**src/rtl/mem_arb_pkg.sv**
```systemverilog
// Shared types for the fetch/load-store memory port arbiter: access sizes,
// FSM states and requester select.
package mem_arb_pkg;

    localparam logic [1:0] SZ_B = 2'd0;
    localparam logic [1:0] SZ_H = 2'd1;
    localparam logic [1:0] SZ_W = 2'd2;

    typedef enum logic [1:0] {
        IDLE,
        ISSUE,
        WAIT,
        RESP
    } state_e;

    typedef enum logic {
        SEL_IF,
        SEL_D
    } sel_e;

endpackage

```
**src/rtl/mem_lane.sv**
```systemverilog
// Combinational byte-lane logic: store lane mask and replication, load lane
// selection with sign/zero extension, and misalignment detection.
module mem_lane
    import mem_arb_pkg::*;
(
    input  logic [1:0]  addr_lo,
    input  logic [1:0]  size,
    input  logic        sign,
    input  logic [31:0] wdata,
    input  logic [31:0] rdata,
    output logic [3:0]  we_mask,
    output logic [31:0] wdata_al,
    output logic [31:0] rdata_ext,
    output logic        misalign
);

    logic [7:0]  rd_byte;
    logic [15:0] rd_half;

    assign rd_byte = rdata[{addr_lo, 3'b000} +: 8];
    assign rd_half = addr_lo[1] ? rdata[31:16] : rdata[15:0];

    always_comb begin
        we_mask   = 4'b0000;
        wdata_al  = '0;
        rdata_ext = '0;
        misalign  = 1'b0;
        case (size)
            SZ_B: begin
                we_mask   = 4'b0001 << addr_lo;
                wdata_al  = {4{wdata[7:0]}};
                rdata_ext = {{24{sign & rd_byte[7]}}, rd_byte};
            end
            SZ_H: begin
                we_mask   = addr_lo[1] ? 4'b1100 : 4'b0011;
                wdata_al  = {2{wdata[15:0]}};
                rdata_ext = {{16{sign & rd_half[15]}}, rd_half};
                misalign  = addr_lo[0];
            end
            SZ_W: begin
                we_mask   = 4'b1111;
                wdata_al  = wdata;
                rdata_ext = rdata;
                misalign  = |addr_lo;
            end
            default: misalign = 1'b1;
        endcase
    end

endmodule

```
**src/rtl/mem_port_arbiter.sv**
```systemverilog
// Arbitrates instruction fetch and load/store onto one single-port RAM.
// Define ARB_FAIR_EN to bound how long fetch can be starved by data traffic.
module mem_port_arbiter
    import mem_arb_pkg::*;
#(
    parameter int unsigned RAM_AW     = 14,
    parameter int unsigned RD_LAT     = 1,
    parameter int unsigned STARVE_MAX = 4
) (
    input  logic              clk,
    input  logic              reset_n,
    input  logic              if_req,
    input  logic [31:0]       if_addr,
    output logic              if_ack,
    output logic [31:0]       if_rdata,
    output logic              if_err,
    input  logic              d_req,
    input  logic              d_we,
    input  logic [1:0]        d_size,
    input  logic              d_sign,
    input  logic [31:0]       d_addr,
    input  logic [31:0]       d_wdata,
    output logic              d_ack,
    output logic [31:0]       d_rdata,
    output logic              d_err,
    output logic              ram_en,
    output logic [3:0]        ram_we,
    output logic [RAM_AW-1:0] ram_addr,
    output logic [31:0]       ram_wdata,
    input  logic [31:0]       ram_rdata
);

    localparam int unsigned LAT_W = (RD_LAT > 1) ? $clog2(RD_LAT) : 1;

    state_e           state_q, state_d;
    sel_e             sel_q, sel_d;
    logic             we_q, we_d;
    logic [1:0]       lo_q, size_q;
    logic             sign_q;
    logic [LAT_W-1:0] lat_q, lat_d;

    logic        pick_if, fetch_wins, grant;
    logic [31:0] gaddr;
    logic [1:0]  lane_size;
    logic        lane_sign;
    logic [31:0] lane_wdata;
    logic [3:0]  lane_mask;
    logic [31:0] lane_wdata_al, lane_rdata;
    logic        misalign;
    logic        resp_d, err_now, to_if, to_d;
    logic        unused_addr;

`ifdef ARB_FAIR_EN
    localparam int unsigned STV_W =
        ($clog2(STARVE_MAX + 1) > 3) ? $clog2(STARVE_MAX + 1) : 3;
    logic [STV_W-1:0] starve_q;
    assign fetch_wins = (starve_q == STV_W'(STARVE_MAX));
`else
    assign fetch_wins = 1'b0;
`endif

    assign pick_if = if_req && (!d_req || fetch_wins);
    assign grant   = (state_q == IDLE) && (if_req || d_req);

    // In IDLE the lane logic looks at the live request; afterwards at the latched one.
    always_comb begin
        gaddr      = {30'b0, lo_q};
        lane_size  = size_q;
        lane_sign  = sign_q;
        lane_wdata = '0;
        we_d       = we_q;
        sel_d      = sel_q;
        if (state_q == IDLE) begin
            if (pick_if) begin
                gaddr     = if_addr;
                lane_size = SZ_W;
                lane_sign = 1'b0;
                we_d      = 1'b0;
                sel_d     = SEL_IF;
            end else begin
                gaddr      = d_addr;
                lane_size  = d_size;
                lane_sign  = d_sign;
                lane_wdata = d_wdata;
                we_d       = d_we;
                sel_d      = SEL_D;
            end
        end
    end

    assign unused_addr = ^gaddr[31:RAM_AW+2];

    mem_lane u_lane (
        .addr_lo   (gaddr[1:0]),
        .size      (lane_size),
        .sign      (lane_sign),
        .wdata     (lane_wdata),
        .rdata     (ram_rdata),
        .we_mask   (lane_mask),
        .wdata_al  (lane_wdata_al),
        .rdata_ext (lane_rdata),
        .misalign  (misalign)
    );

    always_comb begin
        state_d = state_q;
        lat_d   = lat_q;
        case (state_q)
            IDLE:  if (if_req || d_req) state_d = misalign ? RESP : ISSUE;
            ISSUE: begin
                state_d = we_q ? RESP : WAIT;
                lat_d   = LAT_W'(RD_LAT - 1);
            end
            WAIT: begin
                if (lat_q == '0) state_d = RESP;
                else             lat_d   = lat_q - LAT_W'(1);
            end
            RESP:    state_d = IDLE;
            default: state_d = IDLE;
        endcase
    end

    // Only the IDLE->RESP path carries an error, so err is decided at grant time.
    assign resp_d  = (state_d == RESP);
    assign err_now = (state_q == IDLE) && misalign;
    assign to_if   = resp_d && (sel_d == SEL_IF);
    assign to_d    = resp_d && (sel_d == SEL_D);

    always_ff @(posedge clk or negedge reset_n) begin
        if (!reset_n) begin
            state_q   <= IDLE;
            sel_q     <= SEL_IF;
            we_q      <= 1'b0;
            lo_q      <= 2'b00;
            size_q    <= SZ_B;
            sign_q    <= 1'b0;
            lat_q     <= '0;
            ram_en    <= 1'b0;
            ram_we    <= 4'b0000;
            ram_addr  <= '0;
            ram_wdata <= '0;
            if_ack    <= 1'b0;
            if_err    <= 1'b0;
            if_rdata  <= '0;
            d_ack     <= 1'b0;
            d_err     <= 1'b0;
            d_rdata   <= '0;
        end else begin
            state_q <= state_d;
            lat_q   <= lat_d;
            if (grant) begin
                sel_q     <= sel_d;
                we_q      <= we_d;
                lo_q      <= gaddr[1:0];
                size_q    <= lane_size;
                sign_q    <= lane_sign;
                ram_addr  <= gaddr[RAM_AW+1:2];
                ram_wdata <= lane_wdata_al;
            end
            ram_en   <= (state_d == ISSUE);
            ram_we   <= ((state_d == ISSUE) && we_d) ? lane_mask : 4'b0000;
            if_ack   <= to_if;
            if_err   <= to_if && err_now;
            if_rdata <= (to_if && !err_now) ? lane_rdata : '0;
            d_ack    <= to_d;
            d_err    <= to_d && err_now;
            d_rdata  <= (to_d && !err_now && !we_d) ? lane_rdata : '0;
        end
    end

`ifdef ARB_FAIR_EN
    always_ff @(posedge clk or negedge reset_n) begin
        if (!reset_n) begin
            starve_q <= '0;
        end else if (grant) begin
            if (pick_if)                   starve_q <= '0;
            else if (if_req && !fetch_wins) starve_q <= starve_q + STV_W'(1);
        end
    end
`endif

endmodule

```
**config.mk**
```make
export PLATFORM = sky130hd
export DESIGN_NAME = mem_port_arbiter
export DESIGN_NICKNAME = d
export VERILOG_FILES = /design/src/rtl/mem_arb_pkg.sv /design/src/rtl/mem_lane.sv /design/src/rtl/mem_port_arbiter.sv
export SDC_FILE = /design/constraint.sdc
export NUM_CORES = 1
export LEC_CHECK = 0
export CELL_PAD_IN_SITES_DETAIL_PLACEMENT = 2
export CELL_PAD_IN_SITES_GLOBAL_PLACEMENT = 2
export CORE_MARGIN = 2
export CORE_UTILIZATION = 27
export CTS_BUF_LIST = sky130_fd_sc_hd__clkbuf_4 sky130_fd_sc_hd__clkbuf_8
export CTS_CLUSTER_DIAMETER = 40
export CTS_CLUSTER_SIZE = 24
export DETAILED_ROUTE_END_ITERATION = 10
export GPL_TIMING_DRIVEN = 0
export PLACE_DENSITY_LB_ADDON = 0.1
export REMOVE_ABC_BUFFERS = 1
export SLEW_MARGIN = 20
export SYNTH_ARGS = -nofsm -noshare
export SYNTH_HDL_FRONTEND = slang
export SYNTH_SLANG_ARGS = --single-unit
```
**constraint.sdc**
```tcl
create_clock -name clk -period 5.3 [get_ports clk]
set_input_delay 1.325 -clock clk [delete_from_list [all_inputs] [get_ports clk]]
set_output_delay 1.325 -clock clk [all_outputs]
set_load 0.05 [all_outputs]
```
==> impl_metrics.yaml, run 1 <==
yosys:
  synth_xor_area_frac: 0
  yosysWarningCount: 0
  synth_top_family_by_area: "compound AO/OA/AOI/OAI gates"
  avgSynthCellArea_um2: 10.08
  synthSimpleGateAreaFrac: 0.1536
  yosys.cell_types.count: 53
  synth_edf_count: 0
  synth_area_um2: 5645
  ys.flop_type: "dfrtp_1"
  synth_compound_area_frac: 0.2063
  synth_cells: 560
  synthArstFlopShare: 1.000
  synthMuxAreaShare: 0.02837
  yosysSeqAreaShare: 0.5674
  synth_seq_cells: 128
  synth-adder-area-share: 0.006649
final_layout:
  stdcell_count: 1049
  drive_gt1_frac: 0.07317
  layout.nets: 906
  area_growth_pct: 52.39
  antenna-diode-count: 0
worst_setup_path:
  path_common_cell: "nor2_1"
  critPathLaunch: "if_req"
  worst_setup_path_start_kind: "primary input"
  cpMaxStageDelayCell: "clkdlybuf4s50_1"
  cp_max_fo: 22
  crit_type: "primary input to flop"
  worstPathRequired_ps: 5620
  path_cells: "clkdlybuf4s50_1, nor2b_1, o22ai_4, nor2_1, a21oi_1, a221oi_1, nor2_1"
  critPathMaxStageDelay_ps: 730
  ff2ff_path_depth: 8
  arrival_ps: 4760
  critPathCaptureType: "flop"
  rr_startpoint: "state_q[1]"
place:
  preCtsSetupSlack_ps: 453.0
  io_buffers: 222
  place_congestion: 0.7563
  dp_cells: 1018
  dpl.hpwl_um: 16180
timing:
  finalCritPeriodShare: 0.8385
  max_freq_mhz: 225.0
  final_hold_viol_count: 0
  rsz0062_at_grt: "no"
  finalSetupViolCount: 0
  clock_skew_ps: 12.98
  tightest_slew_ps: 942.9
  period_needed_ps: 4444
  setup_ws_ps: 855.7
  drv_slew: 0
  timing.slew.headroom: 0.3699
clocking:
  cts_tree: "built"
  hold_buffers: 0
  numCtsBuffers: 17
  post_cts_buffers: 0
  ctsResizeCount: 0
  cts-htree-levels: 4
  clk_latency_ps: 460
  numClockSinks: 128
  clk_pin_slew_ps: 80
  cts-root-buf: "clkbuf_8"
  clockBufferDepth: 2
power_and_ir_drop:
  power.density_nw_per_um2: 722.2
  ir_drop_v: 0.0003101
  p_leak_uw: 0.003659
global_route:
  grtUsageTotal: 0.2081
  overflow: 0
  first_global_vias: 5980
  grt_max_degree: 76
  antenna_found_initial: 0
  grt_pass1_wl_um: 34870
floorplan:
  rows: 52
  start_util: 0.2772
  io-pin-count: 255
  die_area_um2: 22080
  core_um2: 20360
  die_w_um: 148.6
  die_h_um: 148.6
detailed_routing:
  drc: 0
  ant_nets: 0
  drtIter0Drc: 157
  dr.pass1.iters: 4
  vias: 5300
  finalWirelength_um: 22300
  wl_per_cell_um: 21.26
  via_per_inst: 5.052
worst_hold_path:
  hold-path-cell-count: 2
  min_path_type: "flop to flop"
  hold_start: "ram_addr[5]"
job:
  cap_violations: 0
run_status:
  outcome: "complete, no violations"
layout make-up:
type	count	area, um^2
multi-input cells	389	2290
well taps	270	337.8
repair buffers	224	2282
flip-flops and latches	128	3203
clock buffers	17	234.0
inverters	7	26.28
fillers	2126	11760
clock inverters	14	230.2
flip-flops by register name, indices dropped and copies added (netlist names), 2 cells and up:
signal and flops:
d_rdata 32, state_q 2, lo_q 2, size_q 2, ram_addr 14, ram_wdata 32
if_rdata 32, ram_we 4
worst paths after layout:
path	end	slack (ps)
max	if_rdata[1]	860
min	ram_addr[5]	490
max reg2reg	if_rdata[2]	1550
min reg2reg	ram_addr[5]	490
max in group asynchronous	if_rdata[23]	3810
min in group asynchronous	ram_we[2]	760
critical path, delay by kind of cell:
family	cells	cell delay [ps]
AND/OR/NAND/NOR	3	1370
AO/OA/AOI/OAI	3	1320
buffers and inverters	1	730
cells in the final DEF (no fill, tap or decap), types with 4 or more instances in the layout:
master           count
o21ai_0             45
inv_1                7
clkbuf_8            17
a21oi_1             56
o22ai_1              4
nand4_1              9
clkinv_4             4
clkdlybuf4s50_1    221
a211oi_1             4
a22oi_1             16
nand2_1             66
bufinv_16            5
o211ai_1             9
nor2_1              77
a22o_1               8
dfrtp_1            128
mux2i_1             16
a221oi_1            15
nor2b_1              6
nor3_1               5
cell usage after synthesis (all sizes together) (4+ instances only):
library cell  count  area, um^2
a211oi            6       62.56
a21oi            56       280.3
a221oi           15       131.4
a22o              8       70.07
a22oi            16       120.1
a31oi             5       31.28
buf              21       130.1
clkbuf           15       56.30
dfrtp           128        3203
inv               7       26.28
mux2i            16       160.2
nand2            67       251.5
nand3             4       25.02
nand4            11       81.32
nor2             80       307.8
nor2b             6       37.54
nor3              6       35.03
o211ai            9       67.56
o21ai            47       239.0
o22ai             6       43.79
logic make-up (layout without fill, tap and decap cells):
| family | Yosys count | count (layout) |
|---|---|---|
| AND/OR/NAND/NOR | 189 | 189 |
| AO/OA/AOI/OAI | 181 | 181 |
| flip-flops | 128 | 128 |
| buffers and inverters | 43 | 262 |
| multiplexers | 16 | 16 |
| adder cells (fa/ha/maj) | 3 | 3 |
layer usage:
layer	vias to the layer above	wire length (um)	share of wire	track usage
li1	2419	-	-	-
met1	2706	9193	0.41	0.2488
met2	157	11290	0.51	0.3613
met3	18	1505	0.067	0.06442
met4	0	318	0.014	0.06000
met5	-	0	0	0
power breakdown:
part	internal [uW]	leakage, uW	total (uW)	switching [uW]
registers	1330	0.00171	1520	187
clock network	567	0.000229	1010	445
logic	1110	0.00172	3680	2570
stage by stage:
stage | instance area, um^2 | util | total power, uW | setup TNS (ps) | hold WS (ps)
floorplan | 5459 | - | 3801 | 0 | 448.0
global placement | 8019 | 0.3938 | 5069 | -402190 | 461.6
detailed placement | 8139 | 0.3997 | 5245 | 0 | 478.2
CTS | 8603 | 0.4225 | 6296 | 0 | 498.1
global route | 8603 | 0.4225 | 6605 | 0 | 520.1
finish | 8603 | 0.4225 | 6213 | 0 | 489.9
No activity file was read; power rests on OpenSTA's default activity.
==> inputs of run 2 (changes only) <==
- CORE_UTILIZATION: 27 -> 25
- clock period: 5.3 -> 4.1 ns (I/O delays scaled with it)
==> run 2 against run 1 <==
Net effect:
- critical endpoint is now if_rdata[5]
- combinational power increased by 30%
- clock skew increased by 2.7 ps
- global-route usage decreased by 1.7 points
- first-iteration DRC count increased by 31%
- sequential power increased by 28%
- routed wire length increased by 0.63%
==> impl_metrics.yaml, run 2 (synthesized netlist as in run 1, its figures left out) <==
run_status:
  outcome: "complete, no violations"
detailed_routing:
  vias: 5282
  drc: 0
  wl_per_cell_um: 21.15
  finalWirelength_um: 22440
  via_per_inst: 4.978
  drtIter0Drc: 205
  dr.pass1.iters: 4
  ant_nets: 0
power_and_ir_drop:
  power.total_uw: 7851
  ir_drop_v: 0.0003824
  pwr-share-seq: 0.249
  clkPwrFrac: 0.142
  p_comb_frac: 0.609
  p_switching_uw: 4139
  p_leak_uw: 0.003638
  switching_share: 0.5272
  p_int_uw: 3712
  power.density_nw_per_um2: 916.3
final_layout:
  antenna-diode-count: 0
  final_common_cell: "clkdlybuf4s50_1"
  mostFrequentLayoutCells: "clkdlybuf4s50_1 (221), dfrtp_1 (128), nor2_1 (77)"
  layout.nets: 908
  stdcell_area_um2: 8568
  drive_gt1_frac: 0.07810
  area_growth_pct: 51.77
  top_regs: "d_rdata (32), if_rdata (32), ram_wdata (32)"
  stdcell_count: 1061
job:
  cap_violations: 0
global_route:
  grtUsageTotal: 0.1911
  grt_pass1_wl_um: 35000
  overflow: 0
  antenna_found_initial: 0
  first_global_vias: 6026
  grt_max_degree: 72
timing:
  rsz0062_at_grt: "no"
  max_freq_mhz: 257.1
  tns_ps: 0
  tightest_slew_ps: 974.6
  period_needed_ps: 3889
  setup_ws_ps: 211.2
  finalSetupViolCount: 0
  drv_slew: 0
  timing.slew.headroom: 0.3487
  clock_skew_ps: 15.64
  final_hold_viol_count: 0
  finalCritPeriodShare: 0.9485
place:
  place_congestion: 0.7655
  preCtsSetupSlack_ps: -621.3
  dp_cells: 1029
  io_buffers: 222
  post_dp_cell_area_um2: 8155
  dpl.hpwl_um: 16270
worst_setup_path:
  worst_setup_path_start_kind: "primary input"
  ff2ff_path_depth: 8
  crit_type: "primary input to flop"
  arrival_ps: 4250
  cp_max_fo: 23
  crit_buf_inv: 1
  worstPathRequired_ps: 4460
  cp_num_cells: 7
  critPathMaxStageDelay_ps: 800
  critPathCaptureType: "flop"
  cp_top_family: "compound AO/OA/AOI/OAI gates"
  cpMaxStageDelayCell: "clkdlybuf4s50_1"
  path_cells: "clkdlybuf4s50_1, nand2b_4, a31o_2, o21ai_0, a21oi_2, a221oi_1, nor2_1"
floorplan:
  die_h_um: 154.3
  die_area_um2: 23800
  die_w_um: 154.3
  start_util: 0.2563
  rows: 54
  core_um2: 22030
  io-pin-count: 255
worst_hold_path:
  min_path_type: "flop to flop"
  hold-path-cell-count: 2
clocking:
  cts-root-buf: "clkbuf_8"
  clk_pin_slew_ps: 80
  cts_tree: "built"
  numCtsBuffers: 17
  hold_buffers: 0
  clockBufferDepth: 2
  cts-htree-levels: 4
  clk_latency_ps: 460
  numClockSinks: 128
==> run 2: power by group through the flow <==
stage | Sequential, uW | Combinational, uW | Clock [uW]
2_1_floorplan | 3400 | 1520 | 0
6_report | 1950 | 4780 | 1110
4_1_cts | 1960 | 4820 | 1150
3_5_place_dp | 1980 | 4810 | 0
5_1_grt | 2010 | 5140 | 1210
3_3_place_gp | 1950 | 4630 | 0
==> run 2: path summary, 6_finish.rpt <==
| path | startpoint | to | slack [ps] |
|---|---|---|---|
| worst max register to register | state_q[0] | if_rdata[5] | 350 |
| worst max-delay path | d_req | if_rdata[5] | 210 |
| min in group asynchronous | reset_n | we_q | 510 |
| max in group asynchronous | reset_n | d_rdata[20] | 2880 |
| worst min register to register | sel_q | sel_q | 480 |
| worst min-delay path | sel_q | sel_q | 480 |
==> run 2: area by class of cell <==
| class | count | area [um^2] |
|---|---|---|
| Fill cell | 2369 | 13460 |
| Sequential cell | 128 | 3203 |
| Multi-Input combinational cell | 390 | 2306 |
| Timing Repair Buffer | 225 | 2293 |
| Tap cell | 280 | 350.3 |
| Clock buffer | 17 | 234.0 |
| Clock inverter | 14 | 155.1 |
| Inverter | 7 | 26.28 |
==> run 2: what timing repair did <==
item / in CTS / in global routing
endpoints found under the setup margin: 11 / 37
buffers inserted: 0 / 0
gates cloned: 0 / 1
gates resized for setup: 1 / 2
pin swaps: 0 / 1
==> run 2: stage by stage <==
step / hold WS, ps / utilization
3_3_place_gp: 461.1 / 0.3646
6_report: 484.9 / 0.3890
5_1_grt: 525.4 / 0.3890
2_1_floorplan: 448.0 / -
3_5_place_dp: 473.6 / 0.3703
4_1_cts: 493.0 / 0.3880
==> run 2: routing by layer <==
metal  up-vias  share of wire  wire (um)  GRT usage
met5         -              0          0          0
li1       2424              -          -          -
met4         0          0.012        267    0.04982
met2       162           0.49      10910     0.3286
met1      2679           0.43       9540     0.2273
met3        17          0.077       1722    0.06893
==> run 2: worst min-delay path: stages (launching register included) <==
cell and delay [ps]:
dfrtp_1 350, nand2_1 50, nand2_1 50
==> inputs of run 3 (changes only) <==
- CORE_ASPECT_RATIO: default -> 0.75
- CTS_BUF_LIST: sky130_fd_sc_hd__clkbuf_4 sky130_fd_sc_hd__clkbuf_8 -> sky130_fd_sc_hd__clkbuf_4
- GPL_TIMING_DRIVEN: 0 -> default
==> run 3 against run 2 <==
Net effect:
- die area barely moved
- via count hardly changed
- register-to-register slack improved by 280 ps
- first-iteration DRC count grew 18%
- utilization rose by 0.094 points
- critical endpoint is now d_rdata[30]
==> impl_metrics.yaml, run 3 (synthesized netlist as in run 1, its figures left out) <==
place:
  dp_cells: 1063
  io_buffers: 222
  place_congestion: 0.8056
  dpl.hpwl_um: 17220
detailed_routing:
  via_per_inst: 4.817
  wl_per_cell_um: 20.76
  ant_nets: 0
  drc: 0
  finalWirelength_um: 22760
  drtIter0Drc: 241
  vias: 5279
  dr.pass1.iters: 4
worst_setup_path:
  worst_setup_path_start_kind: "flop"
  ff2ff_path_depth: 9
  cp_top_family: "compound AO/OA/AOI/OAI gates"
  cpMaxStageDelayCell: "o22ai_2"
  rr_startpoint: "state_q[0]"
  crit_buf_inv: 3
  worstPathRequired_ps: 4540
  critPathMaxStageDelay_ps: 670
  crit_type: "flop to flop"
  cp_max_fo: 18
  critPathCaptureType: "flop"
  path_cells: "inv_1, ha_1, buf_4, buf_4, o22ai_2, nand4_1, o22ai_2, a21oi_1, nor2_1"
  arrival_ps: 3920
  r2r_end: "d_rdata[30]"
  rrSetupSlack_ps: 630
floorplan:
  start_util: 0.2553
  io-pin-count: 255
  die_w_um: 177.5
  rows: 47
  die_h_um: 134.1
  core_um2: 22110
  die_area_um2: 23810
power_and_ir_drop:
  ir_drop_v: 0.0003763
  power.density_nw_per_um2: 914.6
  p_leak_uw: 0.003689
clocking:
  cts-htree-levels: 4
  ctsResizeCount: 0
  clk_pin_slew_ps: 130
  numCtsBuffers: 17
  post_cts_buffers: 0
  cts-root-buf: "clkbuf_4"
  numClockSinks: 128
  clk_latency_ps: 530
  clockBufferDepth: 2
  cts_tree: "built"
  hold_buffers: 0
final_layout:
  mostFrequentLayoutCells: "clkdlybuf4s50_1 (221), dfrtp_1 (128), nor2_1 (77)"
  final_common_cell: "clkdlybuf4s50_1"
  layout.nets: 927
  stdcell_count: 1096
  drive_gt1_frac: 0.09363
  nFillCells: 2389
  area_growth_pct: 52.73
  multi_input_area_um2: 2260
  seq_area_um2: 3203
  top_regs: "d_rdata (32), if_rdata (32), ram_wdata (32)"
timing:
  finalSetupViolCount: 0
  max_freq_mhz: 288.1
  drv_slew: 0
  clock_skew_ps: 36.24
  tns_ps: 0
  tightest_slew_ps: 882.6
  finalCritPeriodShare: 0.8465
  final_hold_viol_count: 0
  timing.slew.headroom: 0.4116
  period_needed_ps: 3471
  rsz0062_at_grt: "no"
global_route:
  grt_max_degree: 66
  grt_pass1_wl_um: 35490
  grtUsageTotal: 0.1958
  antenna_found_initial: 1
  first_global_vias: 5887
  overflow: 0
job:
  cap_violations: 0
worst_hold_path:
  hold_start: "ram_wdata[10]"
  hold-path-cell-count: 2
  min_path_type: "flop to flop"
  min_to: "ram_wdata[10]"
run_status:
  outcome: "complete, no violations"
==> run 3: cell count changes in the layout (fill, tap and decap cells not counted), moves of 3 or more <==
cell | before | now
bufinv_16 | 2 | 5
buf_4 | 0 | 22
clkinv_4 | 3 | 0
clkbuf_8 | 17 | 0
inv_6 | 5 | 2
clkbuf_4 | 0 | 18
==> run 3: worst max-delay path by stage <==
stage | startpoint | endpoint | slack (ps) | cells past startpoint
final | state_q[0] | d_rdata[30] | 630 | 9
after global routing | state_q[0] | d_rdata[12] | 300 | 9
after CTS | state_q[0] | d_rdata[12] | 610 | 9
after detailed placement | d_req | d_rdata[24] | 290 | 8
after global placement | d_req | if_rdata[3] | 420 | 7
after floorplan | state_q[0] | d_rdata[16] | 190 | 7
==> run 3: worst reg2reg max path, stage by stage, from the launching register on <==
cell and delay (ps):
dfrtp_1 460, inv_1 110, ha_1 450, buf_4 300, buf_4 200, o22ai_2 590
nand4_1 260, o22ai_2 670, a21oi_1 200, nor2_1 150
==> run 3: layout make-up <==
| class | instances | area share |
|---|---|---|
| Multi-Input combinational cell | 389 | 0.2621 |
| Sequential cell | 128 | 0.3715 |
| Clock buffer | 18 | 0.01567 |
| Antenna cell | 1 | 0.0002902 |
| Timing Repair Buffer | 245 | 0.2804 |
| Inverter | 7 | 0.003047 |
| Clock inverter | 14 | 0.02438 |
| Tap cell | 294 | 0.04266 |
==> run 3: power by group <==
group,internal [uW],switching [uW],leakage (uW)
sequential,1720,235,0.00171
clock,550,519,0.000170
combinational,1510,3350,0.00181
total,3780,4110,0.00369
==> run 3: metrics by stage <==
| step | cell area [um^2] | utilization | hold WS [ps] | power (uW) | setup slack, ps |
|---|---|---|---|---|---|
| final | 8622 | 0.3899 | 493.5 | 7886 | 629.4 |
| after detailed placement | 8274 | 0.3742 | 471.5 | 6881 | 287.9 |
| after global routing | 8622 | 0.3899 | 528.7 | 8409 | 296.5 |
| after CTS | 8620 | 0.3898 | 504.3 | 7987 | 609.1 |
| after floorplan | 5459 | - | 448.0 | 4913 | 192.3 |
| after global placement | 8274 | 0.3742 | 461.7 | 6716 | 415.7 |
==> run 3: routing by layer <==
metal / part of all wire / GRT usage / wire length [um]
met1: 0.45 / 0.2597 / 10340
met2: 0.49 / 0.3159 / 11090
met3: 0.054 / 0.05811 / 1228
met4: 0.0043 / 0.04417 / 97
met5: 0 / 0 / 0
